### src/rtl/rat_walker.sv
// rat_walker: undoes speculative RAT mappings, youngest squashed ROB entry first.
// Define RAT_WALKER_STALL_EN to add the rat_walker_stall freeze input.
`ifndef ROB_SIZE
`define ROB_SIZE 16
`endif
`ifndef ROB_ID_WIDTH
`define ROB_ID_WIDTH 4
`endif
`ifndef PHY_REG_ID_WIDTH
`define PHY_REG_ID_WIDTH 6
`endif

module rat_walker (
  input  logic                         clk,
  input  logic                         rst,
  input  logic                         commit_walker_flush_req,
  input  logic [`ROB_ID_WIDTH-1:0]     commit_walker_flush_tail_id,
  input  logic [`ROB_ID_WIDTH:0]       commit_walker_flush_num,
  output logic [`ROB_ID_WIDTH-1:0]     walker_rob_read_id,
  input  logic                         rob_walker_rd_valid,
  input  logic [`PHY_REG_ID_WIDTH-1:0] rob_walker_new_phy_id,
  input  logic [`PHY_REG_ID_WIDTH-1:0] rob_walker_old_phy_id,
  output logic [`PHY_REG_ID_WIDTH-1:0] commit_rat_restore_new_phy_id,
  output logic [`PHY_REG_ID_WIDTH-1:0] commit_rat_restore_old_phy_id,
  output logic                         commit_rat_restore_map,
`ifdef RAT_WALKER_STALL_EN
  input  logic                         rat_walker_stall,
`endif
  output logic                         walker_commit_busy,
  output logic                         walker_commit_done
);

  localparam int IW = `ROB_ID_WIDTH;
  localparam logic [IW-1:0] LAST = IW'(`ROB_SIZE - 1);
  localparam logic [IW:0]   ONE  = (IW+1)'(1);

  typedef enum logic [1:0] {
    IDLE,
    WALK,
    DONE
  } state_t;

  state_t          state_q;
  logic [IW-1:0]   cur_q;
  logic [IW:0]     remain_q;
  logic            stall;
  logic            in_walk;
  logic            step;
  logic [IW-1:0]   tail_m1;
  logic [IW-1:0]   cur_m1;

`ifdef RAT_WALKER_STALL_EN
  assign stall = rat_walker_stall;
`else
  assign stall = 1'b0;
`endif

  assign in_walk = (state_q == WALK) && !rst;
  assign step    = in_walk && !stall;

  // Both slot decrements wrap explicitly so non power-of-two ROBs work.
  assign tail_m1 = (commit_walker_flush_tail_id == '0) ? LAST
                 : commit_walker_flush_tail_id - 1'b1;
  assign cur_m1  = (cur_q == '0) ? LAST : cur_q - 1'b1;

  always_ff @(posedge clk) begin
    if (rst) begin
      state_q  <= IDLE;
      cur_q    <= '0;
      remain_q <= '0;
    end else begin
      unique case (state_q)
        IDLE: begin
          if (commit_walker_flush_req) begin
            cur_q    <= tail_m1;
            remain_q <= commit_walker_flush_num;
            state_q  <= (commit_walker_flush_num == '0) ? DONE : WALK;
          end
        end
        WALK: begin
          if (!stall) begin
            cur_q    <= cur_m1;
            remain_q <= remain_q - 1'b1;
            if (remain_q <= ONE) state_q <= DONE;
          end
        end
        DONE: state_q <= IDLE;
        default: state_q <= IDLE;
      endcase
    end
  end

  assign walker_rob_read_id     = in_walk ? cur_q : '0;
  assign commit_rat_restore_map = step && rob_walker_rd_valid;

  assign commit_rat_restore_new_phy_id =
    commit_rat_restore_map ? rob_walker_new_phy_id : '0;
  assign commit_rat_restore_old_phy_id =
    commit_rat_restore_map ? rob_walker_old_phy_id : '0;

  assign walker_commit_busy = !rst && (state_q != IDLE);
  assign walker_commit_done = !rst && (state_q == DONE);

endmodule

### config.mk
export PLATFORM = sky130hd
export DESIGN_NAME = rat_walker
export DESIGN_NICKNAME = d
export VERILOG_FILES = /design/src/rtl/rat_walker.sv
export SDC_FILE = /design/constraint.sdc
export NUM_CORES = 1
export LEC_CHECK = 0
export BUFFER_PORTS_ARGS = -buffer_cell sky130_fd_sc_hd__buf_2
export CORE_AREA = 2 2 57 45
export CTS_CLUSTER_DIAMETER = 120
export DETAILED_ROUTE_END_ITERATION = 8
export DIE_AREA = 0 0 59 47
export PLACE_DENSITY = 0.72
export SLEW_MARGIN = 5
export SYNTH_ARGS = -nofsm -noshare
export SYNTH_HDL_FRONTEND = slang
export SYNTH_SLANG_ARGS = --single-unit
### constraint.sdc
create_clock -name clk -period 1.4 [get_ports clk]
set_input_delay 0.14 -clock clk [delete_from_list [all_inputs] [get_ports clk]]
set_output_delay 0.14 -clock clk [all_outputs]
set_load 0.01 [all_outputs]
# --- After elaboration in Yosys (flattened, before gate mapping) ---
# Cells that the tools add are included.
totals:
  register_bits: 11
  latch_bits: 0
  mem_bits_rw: 0
  mem_bits_ro: 0
  in_bits: 25
  out_inout_bits: 19
  word_cells: 37
  n_memories: 0
classes:
  add_sub_neg: 3
  n_mul: 0
  div_mod_pow: 0
  order_cmp: 1
  eq_ne: 4
  shifts: 0
  n_mux: 13
  bitwise: 0
  n_reduce_logical: 13
ops:
  columns: ["op", "count"]
  rows:
  - ["$mux W4", 4]
  - ["$mux W6", 2]
  - ["$pmux W5 S2", 1]
  - ["$logic_not A4 Y1", 2]
  - ["$pmux W4 S2", 1]
  - ["$sub A4 B1 Y4 const B", 2]
  - ["$mux W2", 3]
  - ["$le A5 B1 Y1 const B", 1]
  - ["$logic_not A5 Y1", 1]
  - ["$mux W5", 1]
  - ["$sub A5 B1 Y5 const B", 1]
  - ["$logic_and A1 B1 Y1", 4]
  - ["$pmux W2 S2", 1]
  - ["$reduce_and A2 Y1", 2]
  - ["$reduce_bool A2 Y1", 2]
  - ["$eq A2 B1 Y1 const B", 1]
  - ["$eq A2 B2 Y1 const B", 1]
  - ["$logic_not A2 Y1", 1]
  - ["$ne A2 B1 Y1 const B", 1]
  - ["$ne A2 B2 Y1 const B", 1]
  - ["$logic_not A1 Y1", 1]

# --- Longest topological paths before layout ---
# Gate-level depths: netlist (run 1).
logic_depth:
  ltp_word: 4
  depth_mapped: 6
  ltp_nobuf: 6

# --- Least setup slack after synthesis (run 1) ---
# No wires, ideal clock.
synth_timing:
  path_kind: "register to output"
  from: "register state_q[1]"
  to: "output port commit_rat_restore_new_phy_id[3]"
  arrival_time_ns: 1.191
  required_ns: 1.260
  setup_slack_ns: 0.069
  path_stages_with_launch: 6
  n_path_buf: 2
  cell_sequence: "dfxtp_1 > nand2b_1 > buf_6 > nor2_2 > clkbuf_1 > and3_1"
synth_between:
  elab_chain_cells: 4
synth_lines:
  columns: ["element", "line_no", "source"]
  rows:
  - ["from (decl)", "43", "state_t state_q;"]
  - ["from (signal assigned)", "77", "state_q <= (commit_walker_flush_num == '0) ? DONE : WALK;"]
  - ["$eq A2 B1 Y1", "58", "assign in_walk = (state_q == WALK) && !rst;"]
  - ["$logic_and A1 B1 Y1", "58", null]
  - ["$logic_and A1 B1 Y1", "94", "assign commit_rat_restore_map = step && rob_walker_rd_valid;"]
  - ["$mux W6", "97", "commit_rat_restore_map ? rob_walker_new_phy_id : '0;"]
  - ["to (decl)", "23", "output logic [`PHY_REG_ID_WIDTH-1:0] commit_rat_restore_new_phy_id,"]
# No other way between the ends.

# --- Worst setup path after layout (run 1) ---
layout_timing:
  from: "register state_q[1]"
  to: "output port commit_rat_restore_new_phy_id[2]"
# Same word-level chain as after synthesis.

==> flow_summary.toml, run 1 <==
[outcome]
outcome = "finished, violations left"
violations = "negative setup slack"

[global_route]
antenna_found_initial = 0
grt_usage_pct = 18.4
grt_start_max_net_pins = 14
met1_usage_pct = 22.7
grt_pass1_wl_um = 3820
grt_pass1_vias = 888
top_usage_layer = "met2"
grt_use_met2_pct = 32.0
grt-ovfl-total = 0
use_met3_pct = 3.31

[routing]
avgViaCountPerCell = 5.51
dr.pass1.iters = 4
postRouteAntennaNets = 0
route.detailed.drc = 0
drt_iter0_drc = 28
wirelength_um = 2580
vias = 1053
wl_per_cell_um = 13.5

[yosys]
yosysTopAreaCellShare_pct = 25.8
ys_seq_elements = 11
synth-main-ff-cell = "dfxtp_1"
async_flop_share_pct = 0
syn_inst = 116
yosys-top-cells-count = "nor2_1 (13), and3_1 (12), dfxtp_1 (11), inv_1 (11), nor3_1 (9)"
synth_edf_count = 0
ys_types = 35
yosysWarningCount = 0
synth.avg_cell_area_um2 = 7.35
synth_most_common_cell = "nor2_1"
yosysSeqAreaShare_pct = 25.8
synth.largest_area_cell = "dfxtp_1"
synth_area_leaders = "dfxtp_1 (26%), and3_1 (8.8%), ha_1 (5.9%)"
synth_nets = 145
synth.cell_area_um2 = 852

[placement]
gp_congestion = 0.933
post-place-ws_ns = 0.0531
hpwl_um = 1850
numPortBuffers = 43

[critical_path]
ff2ff_path_depth = 5
crit_fanout = 8
crit_path_start_kind = "register"
crit_cells = 5
worstSetupPathType = "register to output pin"
cp_num_buf_inv = 2
cp.arrival_ns = 1.30
required_ns = 1.26
ff2ff_setup_slack_ns = 0.06
crit_path_end_kind = "output pin"
path_common_cell = "buf_6"
rr_startpoint = "state_q[1]$_SDFFE_PP0P_"
max_stage_delay_ns = 0.32
crit_chain = "nand2b_4 -> nor2_4 -> buf_6 -> and3_4 -> buf_6"
crit_family = "simple AND/OR/NAND/NOR gates"
cp_slowest_cell = "dfxtp_2"
r2r_end = "cur_q[3]$_SDFFE_PP0P_"

[run]
max-cap-violations = 0

[floorplanning]
fp.dieW_um = 59
coreArea_mm2 = 0.00221
io_pins = 44
row_count = 15
initial_utilization_pct = 38.5
die_height_um = 47
dieArea_mm2 = 0.00277

[pwr]
leakage_nw = 0.639
powerDensity_mw_per_mm2 = 850
combPwrFrac_pct = 41.8
p_sw_share_pct = 36.0
power.internal_w = 0.000691
p_clk_share_pct = 20.6
p_switching_w = 0.000389
pwr-share-seq_pct = 37.6
ir_worst_vdd_v = 0.000530

[layout]
layout-drive-gt1-share_pct = 45.8
area_growth_pct = 49.0
nets = 196
diodes = 0

[min_path]
hold_end = "remain_q[3]$_SDFFE_PP0P_"
min_from = "commit_walker_flush_num[3]"
hold-path-cell-count = 3
hold_path_class = "input pin to register"

[clocking]
cts_tree = "built"
cts_root_buf = "clkbuf_4"
numCtsBuffers = 3
cts_hold_buffers = 0
clock-sinks = 11
cts.clk_slew.worst_paths_ns = 0.07
clock_path_buffers = 2
htree_levels = 1
clk_latency_ns = 0.27

[timing]
fin_skew_ns = 0.00303
fin_hold_ws_ns = 0.144
post-route-period-util_pct = 103
relSlewSlack_pct = 81.2
final.setup.worst_slack_ns = -0.0416
finalSetupTns_ns = -0.142
fin_crit_ns = 1.44
tightest_slew_ns = 0.282
setup_viol = 8
finalHoldViolCount = 0
maxSlewViolCount = 0
rsz0062_at_grt = "true"
max_freq_mhz = 694
-- cells in the final DEF, fill, tap and decap left out, drive strengths merged, types with 2 or more instances in the layout --
cell	netlist	final
a21oi	7	7
a221oi	2	2
a222oi	2	2
a22oi	2	2
a311o	2	2
and2	3	3
and3	12	12
buf	4	54
clkbuf	4	4
dfxtp	11	11
ha	4	4
inv	11	11
nand2	2	2
nand2b	4	4
nor2	14	14
nor3	9	9
o21ai	7	7
o21bai	2	2
or3	2	2
-- worst reg2reg max path: stages (launching register included) --
cell and delay [ns]:
dfxtp_2 0.32, buf_4 0.14, and2b_1 0.21, o21ai_0 0.09, a311o_1 0.29, a311oi_2 0.22
-- area by class of cell --
| cell class | count | area (µm²) |
|---|---|---|
| Inverter | 11 | 41.3 |
| Multi-Input combinational cell | 86 | 604 |
| Sequential cell | 11 | 226 |
| Tap cell | 25 | 31.3 |
| Fill cell | 209 | 945 |
| Timing Repair Buffer | 54 | 340 |
| Clock buffer | 4 | 26.3 |
-- flip-flops by register name (all words and copies together) (netlist names) --
register / flops
remain_q: 5
state_q: 2
cur_q: 4
-- cell families (layout without fill, tap and decap cells) --
logic type | after synthesis | count (layout) | synth area share [%]
compound gates | 31 | 31 | 26.4
xor+xnor | 2 | 2 | 2.06
fa+ha+maj | 4 | 4 | 5.87
buf+inv | 19 | 69 | 9.54
flops | 11 | 11 | 25.8
simple gates | 49 | 49 | 30.2
-- power groups by stage --
stage | clock (W) | combinational [W] | sequential, W
global route | 0.000248 | 0.000502 | 0.000413
finish | 0.000222 | 0.000452 | 0.000406
floorplan | 0 | 0.000281 | 0.000392
global placement | 0 | 0.000387 | 0.000404
detailed placement | 0 | 0.000395 | 0.000407
CTS | 0.000225 | 0.000421 | 0.000402
-- how the worst max path moves through the flow --
| stage | startpoint | to | slack, ns |
|---|---|---|---|
| after floorplan | state_q[1]$_SDFFE_PP0P_ | commit_rat_restore_new_phy_id[3] | 0.07 |
| after global placement | remain_q[1]$_SDFFE_PP0P_ | remain_q[4]$_SDFFE_PP0P_ | 0.07 |
| after detailed placement | remain_q[1]$_SDFFE_PP0P_ | remain_q[4]$_SDFFE_PP0P_ | 0.05 |
| after CTS | state_q[1]$_SDFFE_PP0P_ | commit_rat_restore_old_phy_id[2] | -0.03 |
| after global routing | state_q[0]$_SDFFE_PP0P_ | commit_rat_restore_new_phy_id[2] | -0.08 |
| final | state_q[1]$_SDFFE_PP0P_ | commit_rat_restore_new_phy_id[2] | -0.04 |
-- per-stage QoR --
| step | total power (W) | util, % | std cells | cell area [µm²] |
|---|---|---|---|---|
| 6_report | 0.00108 | 57.3 | 191 | 1270 |
| 5_1_grt | 0.00116 | 57.3 | 191 | 1270 |
| 4_1_cts | 0.00105 | 54.0 | 190 | 1200 |
| 3_5_place_dp | 0.000801 | 50.2 | 183 | 1110 |
| 3_3_place_gp | 0.000792 | 50.2 | 183 | 1110 |
| 2_1_floorplan | 0.000673 | - | 116 | 852 |
-- per-layer routing --
metal  vias up  wire length (µm)  part of all wire, %
met5         -                 0                    0
met4         0                62                  2.4
met3         6                72                  2.8
met2        23              1310                   51
met1       505              1140                   44
li1        519                 -                    -
-- what timing repair did --
item,4_1_cts,5_1_grt
cloned,1,0
setup buffers,2,1
endpoints found under the setup margin,17,21
resized for setup,10,16
pin swaps,3,5
Power figures use the tool's default switching activity.
==> run 2: changes to the inputs <==
--- a/config.mk
+++ b/config.mk
@@ -16,2 +16,3 @@
 export SYNTH_HDL_FRONTEND = slang
 export SYNTH_SLANG_ARGS = --single-unit
+export TNS_END_PERCENT = 10
==> constraint.sdc (replaced) <==
create_clock -name clk -period 1.4 [get_ports clk]
set_input_delay 0.21 -clock clk [delete_from_list [all_inputs] [get_ports clk]]
set_output_delay 0.21 -clock clk [all_outputs]
set_load 0.01 [all_outputs]
==> run 2 against run 1 <==
  * The flow still finishes with violations (negative setup slack)
  * Wire length decreased by 1.4%
  * First-iteration DRC count increased by 96%
  * Combinational power grew 1%
  * Worst hold slack better by 0.10 ns
  * Register-to-register slack got worse by 0.03 ns
  * Via count decreased by 3.5%
  * Clock skew increased by 0.0066 ns
  * Total power grew 0.70%
  * Sequential power hardly changed
  * Global-route usage shrank 0.31 points
  * Fmax fell by 4.9%
  * Critical path type unchanged
  * Critical endpoint unchanged
  * Highest routed layer unchanged
==> flow_summary.toml, run 2 (synthesized netlist as in run 1, its figures left out) <==
[outcome]
outcome = "finished, violations left"
violations = "negative setup slack"

[floorplanning]
fp.dieW_um = 59
die_height_um = 47
dieArea_mm2 = 0.00277
initial_utilization_pct = 38.5
coreArea_mm2 = 0.00221
row_count = 15
io_pins = 44

[layout]
final_cell_mix = "buf_2 (43), nor2_1 (13), and3_1 (12)"
final_util_pct = 55.6
diodes = 0
instances_no_fill = 191
layout-drive-gt1-share_pct = 44.0
regMostFlops = "remain_q"
area_growth_pct = 44.5
final_common_cell = "buf_2"
largest_reg_flops = 5
fillCellCount = 223
nets = 196
reg.largest.list = "remain_q: 5 flops, cur_q: 4 flops, state_q: 2 flops"

[pwr]
combPwrFrac_pct = 42.1
leakage_nw = 0.649
powerDensity_mw_per_mm2 = 883
p_clk_share_pct = 20.7
power.internal_w = 0.000692
ir_worst_vdd_v = 0.000539
p_sw_share_pct = 36.3
pwr-share-seq_pct = 37.2
p_switching_w = 0.000395

[critical_path]
startpoint = "state_q[1]$_SDFFE_PP0P_"
crit_fanout = 15
critical_path.endpoint = "commit_rat_restore_new_phy_id[2]"
required_ns = 1.19
crit_path_start_kind = "register"
worstSetupPathType = "register to output pin"
r2r_end = "remain_q[3]$_SDFFE_PP0P_"
rr_startpoint = "state_q[1]$_SDFFE_PP0P_"
cp.arrival_ns = 1.31
crit_path_end_kind = "output pin"
ff2ff_setup_slack_ns = 0.03
ff2ff_path_depth = 5

[timing]
post-route-period-util_pct = 108
setup_viol = 16
fin_crit_ns = 1.52
fin_hold_ws_ns = 0.244
relSlewSlack_pct = 77.0
maxSlewViolCount = 0
fin_skew_ns = 0.00967
max_freq_mhz = 660
final.setup.worst_slack_ns = -0.115
finalHoldViolCount = 0
rsz0062_at_grt = "true"
tightest_slew_ns = 0.345

[clocking]
clk_latency_ns = 0.28
clock-sinks = 11
numCtsBuffers = 3
cts_root_buf = "clkbuf_4"
clock_path_buffers = 2
cts_tree = "built"
htree_levels = 1
cts.clk_slew.worst_paths_ns = 0.08

[routing]
drt_iter0_drc = 55
route.detailed.drc = 0
wirelength_um = 2550
dr.pass1.iters = 4
postRouteAntennaNets = 0
avgViaCountPerCell = 5.32
wl_per_cell_um = 13.3
vias = 1016

[placement]
gp_congestion = 0.854
dp.cells = 184
hpwl_um = 1910
numPortBuffers = 43

[global_route]
grt-ovfl-total = 0
grt_pass1_wl_um = 3760
antenna_found_initial = 0
grt_usage_pct = 18.1
grt_pass1_vias = 869
grt_start_max_net_pins = 17

[run]
max-cap-violations = 0

[min_path]
hold_path_class = "input pin to register"
[run 2: cell types whose count changed in the layout (fill, tap and decap cells not counted), moves of 2 or more]
cell / delta
buf_2: +5
buf_6: -8
and3_1: +5
dfxtp_2: +2
buf_4: +2
and3_4: -5
[run 2: stage by stage]
stage | total power [W] | setup TNS (ns) | instance area [µm²] | setup WS (ns)
final | 0.00109 | -1.31 | 1230 | -0.115
after global routing | 0.00116 | -2.00 | 1230 | -0.156
after CTS | 0.00106 | -1.20 | 1200 | -0.107
after detailed placement | 0.000814 | 0 | 1130 | 0.0166
after global placement | 0.000800 | 0 | 1130 | 0.0835
after floorplan | 0.000673 | 0 | 853 | 0.0601
[run 2: final cells by class]
class | instances | area [µm²] | area share (%)
timing repair buffer | 54 | 310 | 25.2
multi-input combinational | 86 | 597 | 48.5
sequential | 11 | 225 | 18.3
clock buffer | 4 | 26.3 | 2.13
tap | 25 | 31.3 | 2.54
inverter | 11 | 41.3 | 3.35
[run 2: routing by layer]
layer / share of wire (%) / track usage [%] / up-vias
li1: - / - / 515
met1: 44 / 23.1 / 454
met2: 49 / 32.2 / 41
met3: 5.9 / 4.13 / 6
met4: 1.2 / 2.73 / 0
met5: 0 / 0 / -
[run 2: worst max-delay path, stage by stage (launching register included)]
cell      delay [ns]
dfxtp_2         0.34
nand2b_4        0.16
nor2_4          0.10
buf_12          0.13
and3_1          0.16
buf_2           0.13
[run 2: repair_timing]
| item | CTS | global route |
|---|---|---|
| hold buffers | 0 | 0 |
| setup buffers | 2 | 1 |
| pin swaps | 2 | 1 |
| gates resized for setup | 8 | 8 |
| setup endpoints to repair | 18 | 22 |
[run 2: worst min path at each step]
stage / startpoint / end / slack (ns) / cells after the start
floorplan: commit_walker_flush_num[3] / remain_q[3]$_SDFFE_PP0P_ / 0.36 / 2
global placement: commit_walker_flush_num[3] / remain_q[3]$_SDFFE_PP0P_ / 0.48 / 3
detailed placement: commit_walker_flush_num[3] / remain_q[3]$_SDFFE_PP0P_ / 0.49 / 3
CTS: commit_walker_flush_num[3] / remain_q[3]$_SDFFE_PP0P_ / 0.24 / 3
global route: commit_walker_flush_num[3] / remain_q[3]$_SDFFE_PP0P_ / 0.26 / 3
finish: commit_walker_flush_num[3] / remain_q[3]$_SDFFE_PP0P_ / 0.24 / 3
[run 2: power by group through the flow]
| stage | Combinational (W) | Clock (W) | Sequential, W |
|---|---|---|---|
| detailed placement | 0.000410 | 0 | 0.000404 |
| finish | 0.000458 | 0.000225 | 0.000405 |
| floorplan | 0.000282 | 0 | 0.000392 |
| global route | 0.000508 | 0.000238 | 0.000413 |
| global placement | 0.000397 | 0 | 0.000403 |
| CTS | 0.000434 | 0.000222 | 0.000401 |
